`src/rtl/fifo_push_ctrl.sv`:
```
// Write-side push sequencer for the 2-entry async FIFO (wclk domain).
// Turns accepted burst requests into paced, full-respecting push pulses.
module fifo_push_ctrl #(
    parameter int unsigned LEN_W     = 4,
    parameter int unsigned GAP       = 1,
    parameter int unsigned STALL_MAX = 64,
    parameter int unsigned CNT_W     = 16
) (
    input  logic             wclk,
    input  logic             wreset_n,
    input  logic             req_valid,
    input  logic [LEN_W-1:0] req_len,
    output logic             req_ready,
    input  logic             abort,
    input  logic             full,
    output logic             push,
    output logic             busy,
    output logic             done,
    output logic             aborted,
    output logic             stall_err,
    output logic [CNT_W-1:0] push_count
);

    localparam int unsigned GAP_W   = (GAP > 1) ? $clog2(GAP) : 1;
    localparam int unsigned STALL_W = $clog2(STALL_MAX + 1);

    localparam logic [GAP_W-1:0]   GAP_LAST   = GAP_W'((GAP > 0) ? (GAP - 1) : 0);
    localparam logic [STALL_W-1:0] STALL_TOP  = STALL_W'(STALL_MAX);
    localparam logic [STALL_W-1:0] STALL_LAST = STALL_W'(STALL_MAX - 1);

    typedef enum logic [4:0] {
        S_IDLE = 5'b00001,
        S_WAIT = 5'b00010,
        S_PUSH = 5'b00100,
        S_GAP  = 5'b01000,
        S_DONE = 5'b10000
    } state_t;

    state_t               r_state;
    state_t               w_state_nxt;
    logic [LEN_W-1:0]     r_remaining;
    logic [GAP_W-1:0]     r_gap_cnt;
    logic [STALL_W-1:0]   r_stall_cnt;
    logic                 r_aborted;
    logic                 r_stall_err;
    logic [CNT_W-1:0]     r_push_count;

    logic                 w_gap_last;
    logic                 w_more_after_push;
    logic                 w_abort_exit;
    logic                 w_wait_hold;

    assign w_gap_last        = (r_gap_cnt == GAP_LAST);
    // r_remaining still includes the push in flight while in PUSH
    assign w_more_after_push = (r_remaining > LEN_W'(1));
    assign w_abort_exit      = abort && ((r_state == S_WAIT) || (r_state == S_PUSH) ||
                                         (r_state == S_GAP));
    assign w_wait_hold       = (r_state == S_WAIT) && (w_state_nxt == S_WAIT);

    always_ff @(posedge wclk or negedge wreset_n) begin
        if (!wreset_n) begin
            r_state <= S_IDLE;
        end else begin
            r_state <= w_state_nxt;
        end
    end

    always_comb begin
        w_state_nxt = r_state;
        unique case (r_state)
            S_IDLE: begin
                if (req_valid) begin
                    w_state_nxt = (req_len != '0) ? S_WAIT : S_DONE;
                end
            end
            S_WAIT: begin
                if (abort) begin
                    w_state_nxt = S_DONE;
                end else if (!full) begin
                    w_state_nxt = S_PUSH;
                end
            end
            S_PUSH: begin
                if (abort) begin
                    w_state_nxt = S_DONE;
                end else if (GAP > 0) begin
                    w_state_nxt = S_GAP;
                end else begin
                    w_state_nxt = w_more_after_push ? S_WAIT : S_DONE;
                end
            end
            S_GAP: begin
                if (abort) begin
                    w_state_nxt = S_DONE;
                end else if (w_gap_last) begin
                    w_state_nxt = (r_remaining != '0) ? S_WAIT : S_DONE;
                end
            end
            S_DONE: begin
                w_state_nxt = S_IDLE;
            end
            default: begin
                w_state_nxt = S_IDLE;
            end
        endcase
    end

    always_comb begin
        req_ready  = (r_state == S_IDLE);
        push       = (r_state == S_PUSH);
        busy       = (r_state == S_WAIT) || (r_state == S_PUSH) || (r_state == S_GAP);
        done       = (r_state == S_DONE);
        aborted    = r_aborted;
        stall_err  = r_stall_err;
        push_count = r_push_count;
    end

    always_ff @(posedge wclk or negedge wreset_n) begin
        if (!wreset_n) begin
            r_remaining  <= '0;
            r_push_count <= '0;
        end else if ((r_state == S_IDLE) && req_valid) begin
            r_remaining  <= req_len;
        end else if (r_state == S_PUSH) begin
            r_remaining  <= r_remaining - LEN_W'(1);
            r_push_count <= r_push_count + CNT_W'(1);
        end
    end

    always_ff @(posedge wclk or negedge wreset_n) begin
        if (!wreset_n) begin
            r_gap_cnt <= '0;
        end else if (r_state == S_GAP) begin
            r_gap_cnt <= r_gap_cnt + GAP_W'(1);
        end else begin
            r_gap_cnt <= '0;
        end
    end

    // Only edges that keep the burst waiting on full count towards the stall limit
    always_ff @(posedge wclk or negedge wreset_n) begin
        if (!wreset_n) begin
            r_stall_cnt <= '0;
            r_stall_err <= 1'b0;
        end else if (w_wait_hold) begin
            if (r_stall_cnt != STALL_TOP) begin
                r_stall_cnt <= r_stall_cnt + STALL_W'(1);
            end
            if (r_stall_cnt == STALL_LAST) begin
                r_stall_err <= 1'b1;
            end
        end else begin
            r_stall_cnt <= '0;
        end
    end

    always_ff @(posedge wclk or negedge wreset_n) begin
        if (!wreset_n) begin
            r_aborted <= 1'b0;
        end else begin
            r_aborted <= (w_state_nxt == S_DONE) && w_abort_exit;
        end
    end

endmodule

```
`config.mk`:
```
export PLATFORM = sky130hd
export DESIGN_NAME = fifo_push_ctrl
export DESIGN_NICKNAME = d
export VERILOG_FILES = /design/src/rtl/fifo_push_ctrl.sv
export SDC_FILE = /design/constraint.sdc
export NUM_CORES = 1
export LEC_CHECK = 0
export ABC_CLOCK_PERIOD_IN_PS = 1900
export CORE_UTILIZATION = 52
export CTS_CLUSTER_SIZE = 8
export DETAILED_ROUTE_END_ITERATION = 6
export PLACE_DENSITY_LB_ADDON = 0.1
export SKIP_LAST_GASP = 1
export SYNTH_ARGS = -nofsm -noshare
export SYNTH_HDL_FRONTEND = slang
export SYNTH_SLANG_ARGS = --single-unit
```
`constraint.sdc`:
```
create_clock -name wclk -period 1.9 [get_ports wclk]
set_input_delay 0.19 -clock wclk [delete_from_list [all_inputs] [get_ports wclk]]
set_output_delay 0.19 -clock wclk [all_outputs]
set_load 0.005 [all_outputs]
```
## Word-level counts from Yosys, hierarchy flattened

Index checks and enable logic that the tools add are counted.
W data, S select, Z words.

- Bits in registers: 35
- Logic and storage cells: 47
- Input port bits: 9

- Multiplexer cells: 14
- Reduce and logical (&&, ||, !) cells: 11
- $add $sub $neg: 4
- Equality and inequality tests: 10
- Bitwise operators: 1

Operators with widths:

| cell | count |
|---|---|
| $mux W5 | 8 |
| $pmux W5 S4 | 1 |
| $add A16 B1 Y16 const B | 1 |
| $mux W7 | 2 |
| $eq A5 B2 Y1 const B | 2 |
| $eq A5 B5 Y1 const B | 2 |
| $mux W4 | 2 |
| $reduce_bool A4 Y1 | 2 |
| $add A7 B1 Y7 const B | 1 |
| $eq A7 B6 Y1 const B | 1 |
| $ne A7 B7 Y1 const B | 1 |
| $eq A5 B1 Y1 const B | 1 |
| $eq A5 B3 Y1 const B | 1 |
| $eq A5 B4 Y1 const B | 1 |
| $logic_and A1 B1 Y1 | 4 |
| $reduce_and A2 Y1 | 2 |
| $sub A4 B1 Y4 const B | 1 |
| $logic_or A1 B1 Y1 | 2 |
| $ne A2 B1 Y1 const B | 1 |
| $reduce_bool A2 Y1 | 1 |
| $add A1 B1 Y1 const B | 1 |
| $mux W1 | 1 |
| $not A1 Y1 | 1 |

## Logic depth before layout (Yosys ltp)

- Depth in word-level cells: 8
- Gate-level depth with buffers: 5

## Worst setup path after synthesis

No wires, ideal clock.

- Path type: reg-to-reg
- Start: register r_state[1]
- End: register r_remaining[3]
- Data arrival time: 1435 ps
- Setup slack: 339 ps
- Stages on the path, launching flop included: 6
- Clock period less this slack: 1561 ps
- Required time: 1774 ps
- Path buffers: 0
- Path through: dfrtp_1 -> nor3_4 -> nand2_4 -> inv_2 -> o21ai_0 -> a221o_1

RTL lines:

| element | line | RTL |
|---|---|---|
| start: declaration | 39 | `state_t r_state;` |
| start signal: assignment | 64 | `r_state <= w_state_nxt;` |
| $eq A5 B3 Y1 | -- |  |
| via push | 16 | `output logic push,` |
| $reduce_bool A2 Y1 (no line) | -- |  |
| end signal: assignment | 123 | `r_remaining <= req_len;` |
| end signal: assignment | 125 | `r_remaining <= r_remaining - LEN_W'(1);` |
| end: declaration | 41 | `logic [LEN_W-1:0] r_remaining;` |

The timed path passes the listed nets, and every way through them passes these cells.
A chain may end at the register's enable or synchronous reset.

## Worst setup path after layout

- Start: register r_state[2]
- End: output req_ready

- Longest elaborated chain between the ends: 1

RTL lines:

| element | line | RTL |
|---|---|---|
| $eq A5 B1 Y1 | 109 | `req_ready = (r_state == S_IDLE);` |
| end: declaration | 13 | `output logic req_ready,` |

No other way between the ends.

==> flow_summary.toml <==
[placed_design]
dp_slack_ps = 69.1
placed_cell_area_mm2 = 0.00215
io_buffers = 30
gp_congestion = 0.855
dpl.hpwl_um = 2590
placed_cells = 249

[timing]
fin_ws_ps = 30.7
finClkSkew_ps = 10.1
setup_viol_count_final = 0
timing.final.crit_share_pct = 98.4
drv_slew = 0
layout_min_cycle_time_ps = 1870
finalHoldViolCount = 0
fmax_mhz = 535
slew_headroom_pct = 71.4
worst_pin_slew_ps = 426
hold_ws_ps = 262
rsz0062_at_grt = "yes"

[synthesis]
synth_fp_nets = 179
synth-main-ff-cell = "dfrtp_1"
ys_seq_elements = 35
syn_area_per_cell_um2 = 10.4
synth_warnings = 0
yosys.area.top_type = "dfrtp_1"
synth_seq_area_share_pct = 50.7
syn-cell-area_mm2 = 0.00173
synth_edf_count = 0
synthTopCellsByArea = "dfrtp_1, xor2_1, xnor2_1, nand2_1, nand3_1"
synth_top_area_share_pct = 49.1
synthCells = 166
async_flop_share_pct = 100
yosysUniqueCellTypes = 37

[power]
power_density_mw_per_mm2 = 805
report.power.total_uw = 1840
cellLeakagePower_uw = 0.00108
ir_drop_uv = 746

[cells_and_area]
syn_to_final_growth_pct = 32.0
final_common_cell = "dfrtp_1"
layout_common_cells = "dfrtp_1, clkdlybuf4s50_1, nand2_1, buf_4, nor2_1"
fin_nets = 234
fin_area_mm2 = 0.00229
layoutNonFillerInstCount = 266
layout-drive-gt1-share_pct = 17.6
antenna_cells = 0

[hold_path]
hold_path.class = "primary input to asynchronous set/reset pin"

[grt]
grtUsageTotal_pct = 22.3
grt_pass1_vias = 1317
grt_overflow = 0
grt_max_degree = 36
grt_pass1_wl_um = 5820
antenna_found_initial = 0

[setup_path]
cp_max_fo = 3
cp-start-kind = "register"
worstSetupEndpointType = "output port"
worstPathArrival_ps = 1680
r2r_start = "r_state[2]"
r2r_slack_ps = 180
worstPathRequired_ps = 1710
r2r-end = "r_remaining[3]"
slowest_stage = "or4_4"
max_stage_delay_ps = 540
reg2reg_depth = 5
startpoint = "r_state[2]"
crit_path_cell_trace = "buf_6 > or4_4 > inv_2 > clkdlybuf4s15_1"
path_class = "register to output port"

[route]
via_per_inst = 5.35
wl_met3_um = 134
avgRoutedWirePerCell_um = 13.6
wl_met2_um = 1750
drc = 0
drtIter0Drc = 85
dr.pass1.iters = 4
final_antenna_net_count = 0
wl_met1_um = 1690
via_count = 1424
wl_um = 3620
routed.top_layer = "met4"

[status]
status = "finished clean"

[job]
drv_cap = 0

[die]
num_rows = 20
die_x_um = 59.7
initial_core_util_pct = 55.8
die-area_mm2 = 0.00356
core_area_mm2 = 0.00310
ios = 31
die_h_um = 59.7

[clock_network]
cts_buffer_depth = 2
htree_num_levels = 2
cts_inserted_buffers = 5
ctsRootBufferMaster = "clkbuf_4"
worstSkewPairLatency_ps = 330
cts_tree = "yes"
clkSlewWorstSetupHoldPaths_ps = 110
clock-sinks = 35
-- logic make-up (layout without fill, tap and decap cells) --
family | Yosys count | in the layout | synth area share (%)
and+or+nand+nor | 80 | 80 | 27.2
DFF | 35 | 35 | 50.7
xor gates and xnor gates | 20 | 20 | 10.1
AOI/OAI and AO/OA | 15 | 15 | 6.14
buffers and inverters | 11 | 67 | 2.38
adders and majority gates | 4 | 4 | 2.89
muxes | 1 | 1 | 0.578
-- worst max-delay path by stage --
| stage | endpoint | slack, ps | depth (start not counted) |
|---|---|---|---|
| after floorplan | r_remaining[3] | 340 | 5 |
| after global placement | req_ready | 110 | 4 |
| after detailed placement | req_ready | 70 | 4 |
| after CTS | req_ready | -30 | 4 |
| after global routing | req_ready | -10 | 4 |
| final | req_ready | 30 | 4 |
-- state kept, by name (all words and copies together), names as in the netlist --
register,cells
aborted,1
r_gap_cnt,1
stall_err,1
r_remaining,4
r_state,5
push_count,16
r_stall_cnt,7
-- Yosys cell counts, types with 2 or more instances --
master     n
a21oi_1    3
nand2_1   17
and4_1     2
o21ai_0    5
dfrtp_1   34
and3_1     2
nand2b_1   3
nor3_1     6
a221o_1    3
ha_1       4
nor2_1    16
nor4_2     2
inv_1     10
nand3_1   12
or3_1      3
nor2b_1    2
xnor2_1    8
nor4_1     2
nand4_1    3
xor2_1    12
-- power breakdown --
part	total, uW	switching, uW	leakage, uW	internal [uW]
clock	379	235	0.0000293	144
sequential	893	64.9	0.000472	828
combinational	567	274	0.000579	293
-- area by class of cell --
cell class | count | area [um^2]
flip-flops and latches | 35 | 877
multi-input cells | 120 | 827
fillers | 241 | 817
repair buffers | 48 | 433
well taps | 44 | 55.1
clock buffers | 7 | 45.0
inverters | 11 | 43.8
clock inverters | 1 | 5.00
-- timing repair --
action | 4_1_cts | 5_1_grt
setup buffers | 5 | 4
hold buffers | 0 | 0
gates resized for setup | 7 | 6
endpoints found under the setup margin | 4 | 3
pin swaps | 2 | 1
-- stage by stage --
step | util, % | setup TNS [ps]
final | 73.7 | 0
after global routing | 73.7 | -22.1
after CTS | 72.5 | -34.2
after detailed placement | 69.4 | 0
after global placement | 69.4 | 0
after floorplan | - | 0
-- layer usage --
metal | vias to the layer above | track usage [%]
met5 | - | 0
met4 | 0 | 8.31
met3 | 7 | 4.55
met2 | 35 | 35.7
met1 | 689 | 29.9
li1 | 693 | -
-- critical path, delay by kind of cell, from the launching register on --
family	cells	cell delay (ps)
flip-flops	1	420
AND/OR/NAND/NOR	1	540
buffers and inverters	3	390
No activity file was read; power rests on OpenSTA's default activity.
